File: src/rtl/cordic_iter_ctrl.sv
// Sequencer for the shared iterative CORDIC vectoring datapath: handshakes one
// operand in, steps the micro-rotation counter, strobes post-correction and holds the result.
module cordic_iter_ctrl #(
  parameter int N_ITER  = 14,
  parameter int SHIFT_W = 4
) (
  input  logic               clk,
  input  logic               reset,
  input  logic               in_valid,
  output logic               in_ready,
  input  logic [2:0]         quadrant_in,
  output logic               dp_load,
  output logic               dp_iter_en,
  output logic [SHIFT_W-1:0] dp_shift,
  output logic [SHIFT_W-1:0] dp_atan_addr,
  output logic               dp_post_en,
  output logic [2:0]         quadrant_out,
  output logic               out_valid,
  input  logic               out_ready,
  output logic               busy,
  output logic               err_quadrant
);

  typedef enum logic [1:0] {IDLE, ITER, POST, DONE} state_t;

  localparam logic [SHIFT_W-1:0] LAST_ITER = SHIFT_W'(N_ITER - 1);

  state_t             state_reg, state_next;
  logic [SHIFT_W-1:0] iter_reg, iter_next;
  logic [2:0]         quad_reg, quad_next;
  logic               err_reg, err_next;
  logic               acc;
  logic               quad_legal;

  always_ff @(posedge clk) begin
    if (reset) begin
      state_reg <= IDLE;
      iter_reg  <= '0;
      quad_reg  <= 3'd1;
      err_reg   <= 1'b0;
    end else begin
      state_reg <= state_next;
      iter_reg  <= iter_next;
      quad_reg  <= quad_next;
      err_reg   <= err_next;
    end
  end

  assign quad_legal = (quadrant_in >= 3'd1) && (quadrant_in <= 3'd4);

  always_comb begin
    state_next   = state_reg;
    iter_next    = iter_reg;
    quad_next    = quad_reg;
    err_next     = err_reg;
    dp_iter_en   = 1'b0;
    dp_shift     = '0;
    dp_post_en   = 1'b0;
    out_valid    = 1'b0;

    in_ready = !reset && ((state_reg == IDLE) || ((state_reg == DONE) && out_ready));
    acc      = in_valid && in_ready;
    dp_load  = acc;

    // Illegal codes still start an operation but are folded to quadrant 1.
    if (acc) begin
      quad_next = quad_legal ? quadrant_in : 3'd1;
      err_next  = err_reg || !quad_legal;
    end

    case (state_reg)
      IDLE: begin
        if (acc) begin
          state_next = ITER;
          iter_next  = '0;
        end
      end
      ITER: begin
        dp_iter_en = 1'b1;
        dp_shift   = iter_reg;
        if (iter_reg == LAST_ITER) begin
          state_next = POST;
          iter_next  = '0;
        end else begin
          iter_next = iter_reg + SHIFT_W'(1);
        end
      end
      POST: begin
        dp_post_en = 1'b1;
        state_next = DONE;
      end
      DONE: begin
        out_valid = 1'b1;
        if (out_ready) begin
          state_next = acc ? ITER : IDLE;
          iter_next  = '0;
        end
      end
      default: state_next = IDLE;
    endcase

    busy         = (state_reg != IDLE);
    quadrant_out = quad_reg;
    err_quadrant = err_reg;

    // Every output reads zero while reset is held, even the registered ones.
    if (reset) begin
      dp_iter_en   = 1'b0;
      dp_shift     = '0;
      dp_post_en   = 1'b0;
      out_valid    = 1'b0;
      busy         = 1'b0;
      quadrant_out = 3'd0;
      err_quadrant = 1'b0;
    end
  end

  assign dp_atan_addr = dp_shift;

endmodule

File: config.mk
export PLATFORM = sky130hd
export DESIGN_NAME = cordic_iter_ctrl
export DESIGN_NICKNAME = d
export VERILOG_FILES = /design/src/rtl/cordic_iter_ctrl.sv
export SDC_FILE = /design/constraint.sdc
export NUM_CORES = 1
export LEC_CHECK = 0
export ABC_AREA = 1
export CAP_MARGIN = 20
export CORE_MARGIN = 2
export CORE_UTILIZATION = 35
export CTS_BUF_LIST = sky130_fd_sc_hd__clkbuf_16
export DETAILED_ROUTE_END_ITERATION = 7
export PLACE_DENSITY = 0.65
export RECOVER_POWER = 100
export SYNTH_ARGS = -nofsm -noshare
export SYNTH_HDL_FRONTEND = slang
export SYNTH_SLANG_ARGS = --single-unit
File: constraint.sdc
create_clock -name clk -period 2.47 [get_ports clk]
set_clock_uncertainty 0.1 [all_clocks]
set_input_delay 0.6175 -clock clk [delete_from_list [all_inputs] [get_ports clk]]
set_output_delay 0.6175 -clock clk [all_outputs]
set_load 0.05 [all_outputs]
Word-level counts from Yosys, hierarchy flattened
Cells that the tools add are included.

word-level totals
  flip-flop bits (word level) = 10
  logic and storage cells = 48
  RAM bits = 0
  memories = 0
  memory bits (read-only) = 0
  bits in latches = 0
  output and inout port bits = 18
  input bits = 7

cells by class
  div/mod/pow operators = 0
  shifts and indexed selects = 0
  $lt $le $gt $ge = 2
  muxes and demuxes = 21
  add/subtract/negate cells = 1
  equality and inequality tests = 7
  bitwise gates (word level) = 0
  reduce and logical (&&, ||, !) cells = 13
  multiply operators = 0

operators by type and width
  kind                                                                number
  2-to-1 mux 4 bit                                                    5
  one-hot mux 4 bit (3 select lines)                                  1
  2-to-1 mux 1 bit                                                    9
  one-hot mux 2 bit (4 select lines)                                  1
  2-to-1 mux 2 bit                                                    3
  2-to-1 mux 3 bit                                                    2
  != test 2 bit (second input constant)                               3
  AND reduction 3 bit                                                 2
  adder 4 x 1 -> 4 bit (second input constant)                        1
  == test 2 bit (second input constant)                               2
  == test 4 bit (second input constant)                               1
  logical AND 1 bit                                                   4
  greater-or-equal comparator 3 x 1 -> 1 bit (second input constant)  1
  less-or-equal comparator 3 bit (second input constant)              1
  nonzero test 3 bit                                                  1
  == test 2 x 1 -> 1 bit (second input constant)                      1
  zero test 1 bit                                                     2
  zero test 2 bit                                                     1
  logical OR 1 bit                                                    2
  nonzero test 2 bit                                                  1

Longest topological paths before layout
  word-level depth = 8
  mapped depth = 10
  depth with buffers taken out = 10

Least setup slack after synthesis
No wires, ideal clock.

  kind = in2out
  start = input reset
  end = output dp_shift[3]
  path slack = -92 ps
  arrival time = 1844 ps
  data required time = 1752 ps
  path buffers = 1
  stages = 4
  cells stage by stage = inv_2 nand2_1 nor2_1 buf_4

between the ends
  cells in the longest elaborated chain, start to end = 1

RTL lines
  item              RTL line  RTL
  start, declared   8         input logic reset,
  2-to-1 mux 4 bit  107       if (reset) begin
  end, declared     14        output logic [SHIFT_W-1:0] dp_shift,

Every way passes these cells.

Final worst setup path
  start = input reset
  end = output dp_shift[0]

The elaborated chain is that of the path after synthesis.

==> results.toml <==
[status]
status = "finished, final reports clean"

[layout]
instances_no_fill = 159
final_area_mm2 = 0.00109
fin_nets = 147
syn2layout_area_growth_pct = 55.7
largest_register_ffs = 4
antenna_cells = 0
n_fill_cell = 189
drive_gt1_share_pct = 22.7

[detailed_routing]
drt_first_pass_iters = 4
vias = 726
ant_nets = 0
detail_route.wl_per_cell_um = 10.4
wirelength_um = 1660
drc = 0
drtIter0Drc = 19
drt-vias-per-instance = 4.57

[global_routing]
grt_pass1_wl_um = 2980
grt_pass1_vias = 756
grt_max_degree = 13
track_usage_pct = 15.6
antenna_found_initial = 0
gr-total-overflow = 0

[worst_setup_path]
cpLargestDelayFamily = "buffers and inverters"
slowest_delay_ns = 0.43
path_class = "input port to output pin"
path_buf_inv = 3
arrival_ns = 1.74
critPathMaxFanout = 4
cp_cell_sequence = "clkdlybuf4s50_1 > inv_2 > nand2_1 > nor2_1 > buf_12"
start_kind = "input port"
crit_path_end_kind = "output pin"
cp_data_required_time_ns = 1.75
cp_slowest_cell = "clkdlybuf4s50_1"

[clocking]
cts.sink_count = 10
clock-root-buffer = "clkbuf_16"
clkLatencyLatePin_ns = 0.23
htree_levels = 1
path_clk_slew_ns = 0.04
cts_setup_buffers = 0
cts_inserted_buffers = 3
cts_tree = "built"
cts_resized = 0
clockBufferDepth = 2
ctsHoldBuffers = 0

[yosys]
synth_fp_nets = 117
synth_cells = 103
synth_cell_types = 21
avgSynthCellArea_um2 = 6.78
ys_seq_area_share_pct = 28.7
ys_ff_latch = 10
synth.cell_area_um2 = 698
synth_warnings = 0

[timing]
fin_ws_ns = 0.0126
final.min_clock_period_ns = 2.46
post-route-period-util_pct = 99.5
setup_violations = 0
relSlewSlack_pct = 73.8
slew_viol_final = 0
rsz0062_at_grt = "true"
hold_viol = 0
max_freq_mhz = 407
worst_pin_slew_ns = 0.391

[floorplan]
io_pins = 25
core-area_mm2 = 0.00192
dieArea_mm2 = 0.00237
fp.dieW_um = 48.7
rows = 16
start_util_pct = 36.3
dieHeight_um = 48.7

[power]
powerDensity_mw_per_mm2 = 1050
leakagePower_uw = 0.000515
finalPower_uw = 1140
ir_drop_mv = 0.690

[placement]
placedInstanceArea_mm2 = 0.00116
routabilityCongestion = 0.827
pre_cts_ws_ns = -0.000470
port_buffers = 24
dp_hpwl_um = 1320
placed_cells = 155

[job]
drv_cap = 0

[worst_hold_path]
min_path_type = "flop to flop"
-- Yosys cell counts --
library cell,instances,area [um2]
a21oi_1,4,20.0
a21oi_2,1,8.76
a21oi_4,1,16.3
buf_2,1,5.00
buf_4,4,30.0
clkinv_2,1,5.00
dfxtp_1,10,200
ha_1,7,87.6
inv_1,16,60.1
inv_2,2,7.51
nand2_1,20,75.1
nand3_1,4,20.0
nand3b_1,1,7.51
nand4_1,1,6.26
nor2_1,17,63.8
nor2_4,1,11.3
o211ai_1,1,7.51
o21ai_0,6,30.0
o21ai_1,2,10.0
o21ai_2,1,8.76
xor2_1,2,17.5
-- final timing paths --
kind	cells after the start	slack, ns	start	endpoint
setup / recovery	5	0.01	reset	dp_shift[0]
hold / removal	2	0.36	err_reg	err_reg
setup reg to reg	10	0.60	state_reg[0]	iter_reg[3]
hold reg to reg	2	0.36	err_reg	err_reg
-- per-layer routing --
layer / track usage [%] / share of wire (%) / up-vias
met4: 4.29 / 0 / 0
met3: 3.70 / 4.3 / 0
li1: - / - / 369
met5: 0 / 0 / -
met1: 17.0 / 43 / 335
met2: 29.5 / 53 / 22
-- cells by family (layout without fill, tap and decap cells) --
logic type                 count (synthesis)  in the layout  synth area share, %
and+or+nand+nor                           44             44                 26.3
buffers and inverters                     24             53                 15.4
AOI/OAI and AO/OA                         16             16                 14.5
DFF                                       10             10                 28.7
adders and majority gates                  7              7                 12.5
xor gates and xnor gates                   2              2                 2.51
-- cell usage in the layout (no fill, tap or decap) --
master           count
clkbuf_4             2
dfxtp_1             10
a21oi_2              1
buf_2                1
nand3_1              4
clkbuf_16            3
ha_1                 7
nand2_1             20
inv_2                1
xor2_1               2
o21ai_2              1
clkdlybuf4s50_1      6
clkinv_2             1
o211ai_1             1
buf_4                4
buf_12               9
nand3b_1             1
nand4_1              1
clkbuf_1             2
inv_1               16
nor2_1              17
clkinv_1             2
o21ai_0              7
a21oi_1              5
nor2_2               1
o21ai_1              1
clkbuf_2             6
-- worst reg2reg max path, stage by stage (launching register included) --
cell      delay, ns
dfxtp_1        0.40
inv_1          0.11
ha_1           0.23
inv_1          0.15
a21oi_1        0.09
nor2_1         0.26
clkinv_1       0.16
nor2_1         0.11
nand2_1        0.05
nand2_1        0.07
nor2_1         0.04
-- final cells by class --
cell class | count | area, um2 | share of cell area (%)
timing repair buffer | 30 | 328 | 30.1
sequential | 10 | 200 | 18.4
inverter | 19 | 72.6 | 6.67
clock buffer | 3 | 75.1 | 6.90
multi-input combinational | 69 | 374 | 34.4
clock inverter | 1 | 3.75 | 0.345
tap | 27 | 33.8 | 3.11
-- per-stage QoR --
step / util [%] / TNS [ns] / hold WS, ns
after global routing: 56.6 / -0.333 / 0.418
after global placement: 60.6 / 0 / 0.355
after CTS: 64.7 / -0.000643 / 0.370
after floorplan: - / -0.276 / 0.337
final: 56.6 / 0 / 0.363
after detailed placement: 60.6 / -0.000470 / 0.360
-- report_power, final --
group	leakage (uW)	internal, uW	switching [uW]	total, uW
Clock	0.0000385	212	74.7	287
Combinational	0.000395	209	399	608
Sequential	0.0000818	203	40.4	243
Note: power is estimated with default switching activity, not from simulation.
